## config.mk

```make
export PLATFORM = sky130hd
export DESIGN_NAME = multi_cycle_control
export DESIGN_NICKNAME = d
export VERILOG_FILES = /design/src/rtl/mips_ctrl_pkg.sv /design/src/rtl/multi_cycle_control_mem_wait_timer.sv /design/src/rtl/multi_cycle_control.sv
export SDC_FILE = /design/constraint.sdc
export NUM_CORES = 1
export LEC_CHECK = 0
export BUFFER_PORTS_ARGS = -buffer_cell sky130_fd_sc_hd__buf_2
export CELL_PAD_IN_SITES_DETAIL_PLACEMENT = 0
export CELL_PAD_IN_SITES_GLOBAL_PLACEMENT = 1
export CORE_MARGIN = 4
export CORE_UTILIZATION = 31
export CTS_BUF_LIST = sky130_fd_sc_hd__clkbuf_16
export DETAILED_ROUTE_END_ITERATION = 12
export PLACE_DENSITY = 0.77
export REMOVE_ABC_BUFFERS = 1
export SLEW_MARGIN = 10
export SYNTH_ARGS = -nofsm -noshare
export SYNTH_HDL_FRONTEND = slang
export SYNTH_SLANG_ARGS = --single-unit
```

## constraint.sdc

```tcl
create_clock -name clk -period 1.5 [get_ports clk]
set_clock_uncertainty 0.15 [all_clocks]
set_input_delay 0.375 -clock clk [delete_from_list [all_inputs] [get_ports clk]]
set_output_delay 0.375 -clock clk [all_outputs]
set_load 0.05 [all_outputs]
```

## src/rtl/mips_ctrl_pkg.sv

```systemverilog
// ============================================================================
// mips_ctrl_pkg : opcodes, state encodings and datapath select codes
// Revision 1.0 : initial release
// ============================================================================
`default_nettype none

package mips_ctrl_pkg;

  localparam logic [5:0] OP_RTYPE = 6'b000000;
  localparam logic [5:0] OP_LW    = 6'b100011;
  localparam logic [5:0] OP_SW    = 6'b101011;
  localparam logic [5:0] OP_BEQ   = 6'b000100;
  localparam logic [5:0] OP_ADDI  = 6'b001000;
  localparam logic [5:0] OP_J     = 6'b000010;

  typedef enum logic [3:0] {
    S_FETCH  = 4'd0,
    S_DECODE = 4'd1,
    S_MEMADR = 4'd2,
    S_MEMRD  = 4'd3,
    S_MEMWB  = 4'd4,
    S_MEMWR  = 4'd5,
    S_EXEC   = 4'd6,
    S_ALUWB  = 4'd7,
    S_BRANCH = 4'd8,
    S_JUMP   = 4'd9,
    S_ADDIEX = 4'd10,
    S_ADDIWB = 4'd11
  } state_t;

  localparam logic [2:0] ALU_ADD   = 3'b000;
  localparam logic [2:0] ALU_SUB   = 3'b001;
  localparam logic [2:0] ALU_FUNCT = 3'b010;

  localparam logic [1:0] PCSRC_ALU    = 2'b00;
  localparam logic [1:0] PCSRC_ALUOUT = 2'b01;
  localparam logic [1:0] PCSRC_JUMP   = 2'b10;

  localparam logic [1:0] SRCB_RT      = 2'b00;
  localparam logic [1:0] SRCB_FOUR    = 2'b01;
  localparam logic [1:0] SRCB_IMM     = 2'b10;
  localparam logic [1:0] SRCB_IMM_SH2 = 2'b11;

  // States that hold a memory request open and are bounded by the wait timer.
  function automatic logic is_wait_state(state_t s);
    return (s == S_FETCH) || (s == S_MEMRD) || (s == S_MEMWR);
  endfunction

endpackage

`default_nettype wire

```

## src/rtl/multi_cycle_control_mem_wait_timer.sv

```systemverilog
// ============================================================================
// mem_wait_timer : counts memory wait cycles and flags the timeout limit
// Revision 1.0 : initial release
// ============================================================================
`default_nettype none

module mem_wait_timer #(
  parameter int TIMEOUT = 16,
  parameter int CNT_W   = 5
) (
  input  logic clk,
  input  logic reset,
  input  logic count_en_i,
  output logic timeout_o
);

  logic [CNT_W-1:0] count_q;
  logic [CNT_W-1:0] count_d;

  // Any cycle that is not a continued wait restarts the count from zero.
  always_comb begin
    count_d = count_en_i ? count_q + CNT_W'(1) : '0;
  end

  always_ff @(posedge clk) begin
    if (reset) begin
      count_q <= '0;
    end else begin
      count_q <= count_d;
    end
  end

  assign timeout_o = (count_q == CNT_W'(TIMEOUT - 1));

endmodule

`default_nettype wire

```

## src/rtl/multi_cycle_control.sv

```systemverilog
// ============================================================================
// multi_cycle_control : multi-cycle MIPS control FSM for a shared ALU/memory
// Revision 1.0 : initial release
// ============================================================================
`default_nettype none

module multi_cycle_control
  import mips_ctrl_pkg::*;
#(
  parameter int TIMEOUT = 16,
  parameter int CNT_W   = 5
) (
  input  logic       clk,
  input  logic       reset,
  input  logic [5:0] op,
  input  logic       mem_ready,
  output logic       PCWrite,
  output logic       PCWriteCond,
  output logic       IorD,
  output logic       MemRead,
  output logic       Memtowrite,
  output logic       Memtoreg,
  output logic       IRWrite,
  output logic [1:0] PCSource,
  output logic [2:0] ALUop,
  output logic       ALUSrcA,
  output logic [1:0] ALUSrcB,
  output logic       Regwrite,
  output logic       RegDst,
  output logic       illegal_op,
  output logic       mem_err,
  output logic [3:0] state
);

  state_t state_q;
  state_t state_d;
  logic   in_wait;
  logic   timeout;
  logic   stay_wait;

  assign in_wait   = is_wait_state(state_q);
  // mem_ready takes priority over a coincident timeout.
  assign stay_wait = in_wait && !mem_ready && !timeout;

  mem_wait_timer #(
    .TIMEOUT (TIMEOUT),
    .CNT_W   (CNT_W)
  ) u_mem_wait_timer (
    .clk        (clk),
    .reset      (reset),
    .count_en_i (stay_wait),
    .timeout_o  (timeout)
  );

  always_ff @(posedge clk) begin
    if (reset) begin
      state_q <= S_FETCH;
    end else begin
      state_q <= state_d;
    end
  end

  always_comb begin
    state_d     = S_FETCH;
    PCWrite     = 1'b0;
    PCWriteCond = 1'b0;
    IorD        = 1'b0;
    MemRead     = 1'b0;
    Memtowrite  = 1'b0;
    Memtoreg    = 1'b0;
    IRWrite     = 1'b0;
    PCSource    = PCSRC_ALU;
    ALUop       = ALU_ADD;
    ALUSrcA     = 1'b0;
    ALUSrcB     = SRCB_RT;
    Regwrite    = 1'b0;
    RegDst      = 1'b0;
    illegal_op  = 1'b0;
    mem_err     = 1'b0;
    state       = state_q;

    case (state_q)
      S_FETCH: begin
        MemRead = 1'b1;
        ALUSrcB = SRCB_FOUR;
        if (mem_ready) begin
          IRWrite = 1'b1;
          PCWrite = 1'b1;
          state_d = S_DECODE;
        end else begin
          mem_err = timeout;
          state_d = S_FETCH;
        end
      end
      S_DECODE: begin
        ALUSrcB = SRCB_IMM_SH2;
        case (op)
          OP_RTYPE:     state_d = S_EXEC;
          OP_LW, OP_SW: state_d = S_MEMADR;
          OP_BEQ:       state_d = S_BRANCH;
          OP_ADDI:      state_d = S_ADDIEX;
          OP_J:         state_d = S_JUMP;
          default:      illegal_op = 1'b1;
        endcase
      end
      S_MEMADR: begin
        ALUSrcA = 1'b1;
        ALUSrcB = SRCB_IMM;
        state_d = (op == OP_SW) ? S_MEMWR : S_MEMRD;
      end
      S_MEMRD: begin
        MemRead = 1'b1;
        IorD    = 1'b1;
        if (mem_ready) begin
          state_d = S_MEMWB;
        end else begin
          mem_err = timeout;
          state_d = timeout ? S_FETCH : S_MEMRD;
        end
      end
      S_MEMWB: begin
        Memtoreg = 1'b1;
        Regwrite = 1'b1;
      end
      S_MEMWR: begin
        Memtowrite = 1'b1;
        IorD       = 1'b1;
        if (!mem_ready) begin
          mem_err = timeout;
          state_d = timeout ? S_FETCH : S_MEMWR;
        end
      end
      S_EXEC: begin
        ALUSrcA = 1'b1;
        ALUop   = ALU_FUNCT;
        state_d = S_ALUWB;
      end
      S_ALUWB: begin
        RegDst   = 1'b1;
        Regwrite = 1'b1;
      end
      S_BRANCH: begin
        ALUSrcA     = 1'b1;
        ALUop       = ALU_SUB;
        PCWriteCond = 1'b1;
        PCSource    = PCSRC_ALUOUT;
      end
      S_JUMP: begin
        PCWrite  = 1'b1;
        PCSource = PCSRC_JUMP;
      end
      S_ADDIEX: begin
        ALUSrcA = 1'b1;
        ALUSrcB = SRCB_IMM;
        state_d = S_ADDIWB;
      end
      S_ADDIWB: begin
        Regwrite = 1'b1;
      end
      default: state_d = S_FETCH;
    endcase

    // Nothing may reach the datapath while reset is held.
    if (reset) begin
      PCWrite     = 1'b0;
      PCWriteCond = 1'b0;
      IorD        = 1'b0;
      MemRead     = 1'b0;
      Memtowrite  = 1'b0;
      Memtoreg    = 1'b0;
      IRWrite     = 1'b0;
      PCSource    = 2'b00;
      ALUop       = 3'b000;
      ALUSrcA     = 1'b0;
      ALUSrcB     = 2'b00;
      Regwrite    = 1'b0;
      RegDst      = 1'b0;
      illegal_op  = 1'b0;
      mem_err     = 1'b0;
      state       = 4'd0;
    end
  end

endmodule

`default_nettype wire
```

==> metrics.yaml <==
status: "finished with violations"
failed_checks: "setup timing"
synth_cells: 112
antenna_cells: 0
synth_edf_count: 0
ir_drop_uv: 569
fin_crit_sh_pct: 134
crit_top_cell: "buf_6"
grt_pass1_vias: 1168
fillers: 173
required_ns: 0.97
area_delta_synth_final_pct: 124
p_total_uw: 1020
row_count: 19
finalMaxSlewViolations: 0
start_util_pct: 32.3
gp_congestion: 0.934
clock_path_buffers: 2
ys_ff_latch: 9
holdBufCountCts: 0
ant_nets: 0
cts_tree: "built"
ys_types: 41
leakagePower_uw: 0.000856
cts_sinks: 9
via_per_inst: 5.32
grt_usage_pct: 18.8
avgSynthCellArea_um2: 7.94
tns_ns: -7.59
cap_viol_max_count: 0
path_delay_family: "buffers and inverters"
crit_fanout: 4
maxClockFrequency_ghz: 0.496
grt_setup_unrepaired: "yes"
mostFrequentLayoutCell: "buf_4"
drive_gt1_share_pct: 73.2
hold_viol: 0
die_x_um: 61.6
remaining_drc_errors: 0
critPathMaxStageDelay_ns: 0.38
period_needed_ns: 2.02
layout_common_cells: "38 x buf_4, 31 x buf_6, 9 x nor2_4"
die-area_um2: 3790
dp_hpwl_um: 2010
core-area_um2: 2760
crit_path_top_delay_cell: "dfxtp_4"
final.setup.worst_slack_ns: -0.516
hp-class: "flip-flop to flip-flop"
critPathCaptureType: "output pin"
drt_iter0_drc: 47
cts_buffers: 3
cts_root_buf: "clkbuf_16"
die_y_um: 61.6
io_buffers: 30
whs_ns: 0.378
worstSkewPairLatency_ns: 0.23
ys_warn_count: 0
grt_max_degree: 8
antenna_found_initial: 0
synth_area_um2: 890
grt_pass1_wl_um: 5320
synthFlopType: "dfxtp_1"
power_density_nw_per_um2: 511
vias: 1176
finalCoreUtilization_pct: 72.2
clk_pin_slew_worst_paths_ns: 0.04
ios: 32
gr-total-overflow: 0
wl_per_cell_um: 16.6
nets: 202
wl_um: 3670
place_ws_ns: -0.358
synthArstFlopShare_pct: 0
htree_levels: 1
path_class: "flip-flop to output pin"
critPathLaunchType: "flip-flop"
cp_num_buf_inv: 3
crit_chain: "buf_6 -> buf_6 -> nand3b_1 -> o21ai_2 -> and4b_1 -> buf_6"
first_pass_iters: 4
setup_viol: 25
ys_seq_area_share_pct: 20.3
timing.critical_path.arrival_ns: 1.49
[per-stage QoR]
stage / area, um^2 / instances
2_1_floorplan: 793 / 101
3_3_place_gp: 1270 / 200
3_5_place_dp: 1270 / 200
4_1_cts: 1810 / 217
5_1_grt: 1990 / 221
6_report: 1990 / 221
[cells in the mapped netlist, types with 2 or more instances]
cell type	instances	share of area, %
inv_1	2	0.84
nand3_1	2	1.1
ha_1	2	2.8
nor4_2	2	2.8
nor2_1	16	6.8
o21ai_0	4	2.3
a21oi_1	6	3.4
buf_2	2	1.1
nor4b_1	2	2.0
nand2_1	4	1.7
buf_6	5	6.3
dfxtp_1	9	20
and3_1	7	4.9
nand2b_1	2	1.4
nor3_1	3	1.7
nand3b_1	3	2.5
a31oi_1	3	2.1
and4b_1	2	2.3
nor4_1	3	2.1
buf_4	4	3.4
nor2b_1	5	3.5
xor2_1	5	4.9
[power breakdown]
group	total (uW)	switching (uW)	internal (uW)
logic	303	161	143
registers	248	7.71	240
clock network	465	114	351
[final cells by class]
type	count	area, um^2	share of cell area [%]
Clock buffer	3	75.1	3.77
Clock inverter	1	5.00	0.251
Inverter	2	7.51	0.377
Multi-Input combinational cell	90	873	43.8
Sequential cell	9	198	9.92
Tap cell	31	38.8	1.95
Timing Repair Buffer	85	795	39.9
[flip-flops by register name, indices dropped and copies added, names as in the netlist]
name                      cells
u_mem_wait_timer.count_q      5
state_q                       4
[path summary, 6_finish.rpt]
path | startpoint | end | slack [ns] | depth (start not counted)
setup / recovery | state_q[0] | mem_err | -0.52 | 6
hold / removal | u_mem_wait_timer.count_q[0] | u_mem_wait_timer.count_q[0] | 0.38 | 2
setup reg to reg | u_mem_wait_timer.count_q[1] | state_q[0] | -0.09 | 7
hold reg to reg | u_mem_wait_timer.count_q[0] | u_mem_wait_timer.count_q[0] | 0.38 | 2
[what timing repair did]
action | CTS | global route
endpoints found under the setup margin | 30 | 30
setup buffers | 13 | 4
resized for setup | 103 | 33
pin swaps | 15 | 19
[per-layer routing]
layer	vias up	share of wire (%)	global-route usage, %
li1	564	-	-
met1	559	39	22.1
met2	36	53	34.4
met3	17	3.7	2.94
met4	0	3.7	6.06
met5	-	0	0
[worst min-delay path: cells and delay by family (launching register included)]
family	cells	cell delay [ns]
DFF	1	0.34
buffers and inverters	1	0.12
and+or+nand+nor	1	0.03
[cell families after synthesis]
group / count (synthesis) / synth area share, %
AO/OA/AOI/OAI: 21 / 15.8
XOR/XNOR: 6 / 5.91
adder cells (fa/ha/maj): 2 / 2.81
buffers and inverters: 13 / 11.7
flip-flops: 9 / 20.3
other: 1 / 0.422
AND/OR/NAND/NOR: 60 / 43.2
Power figures use the tool's default switching activity.
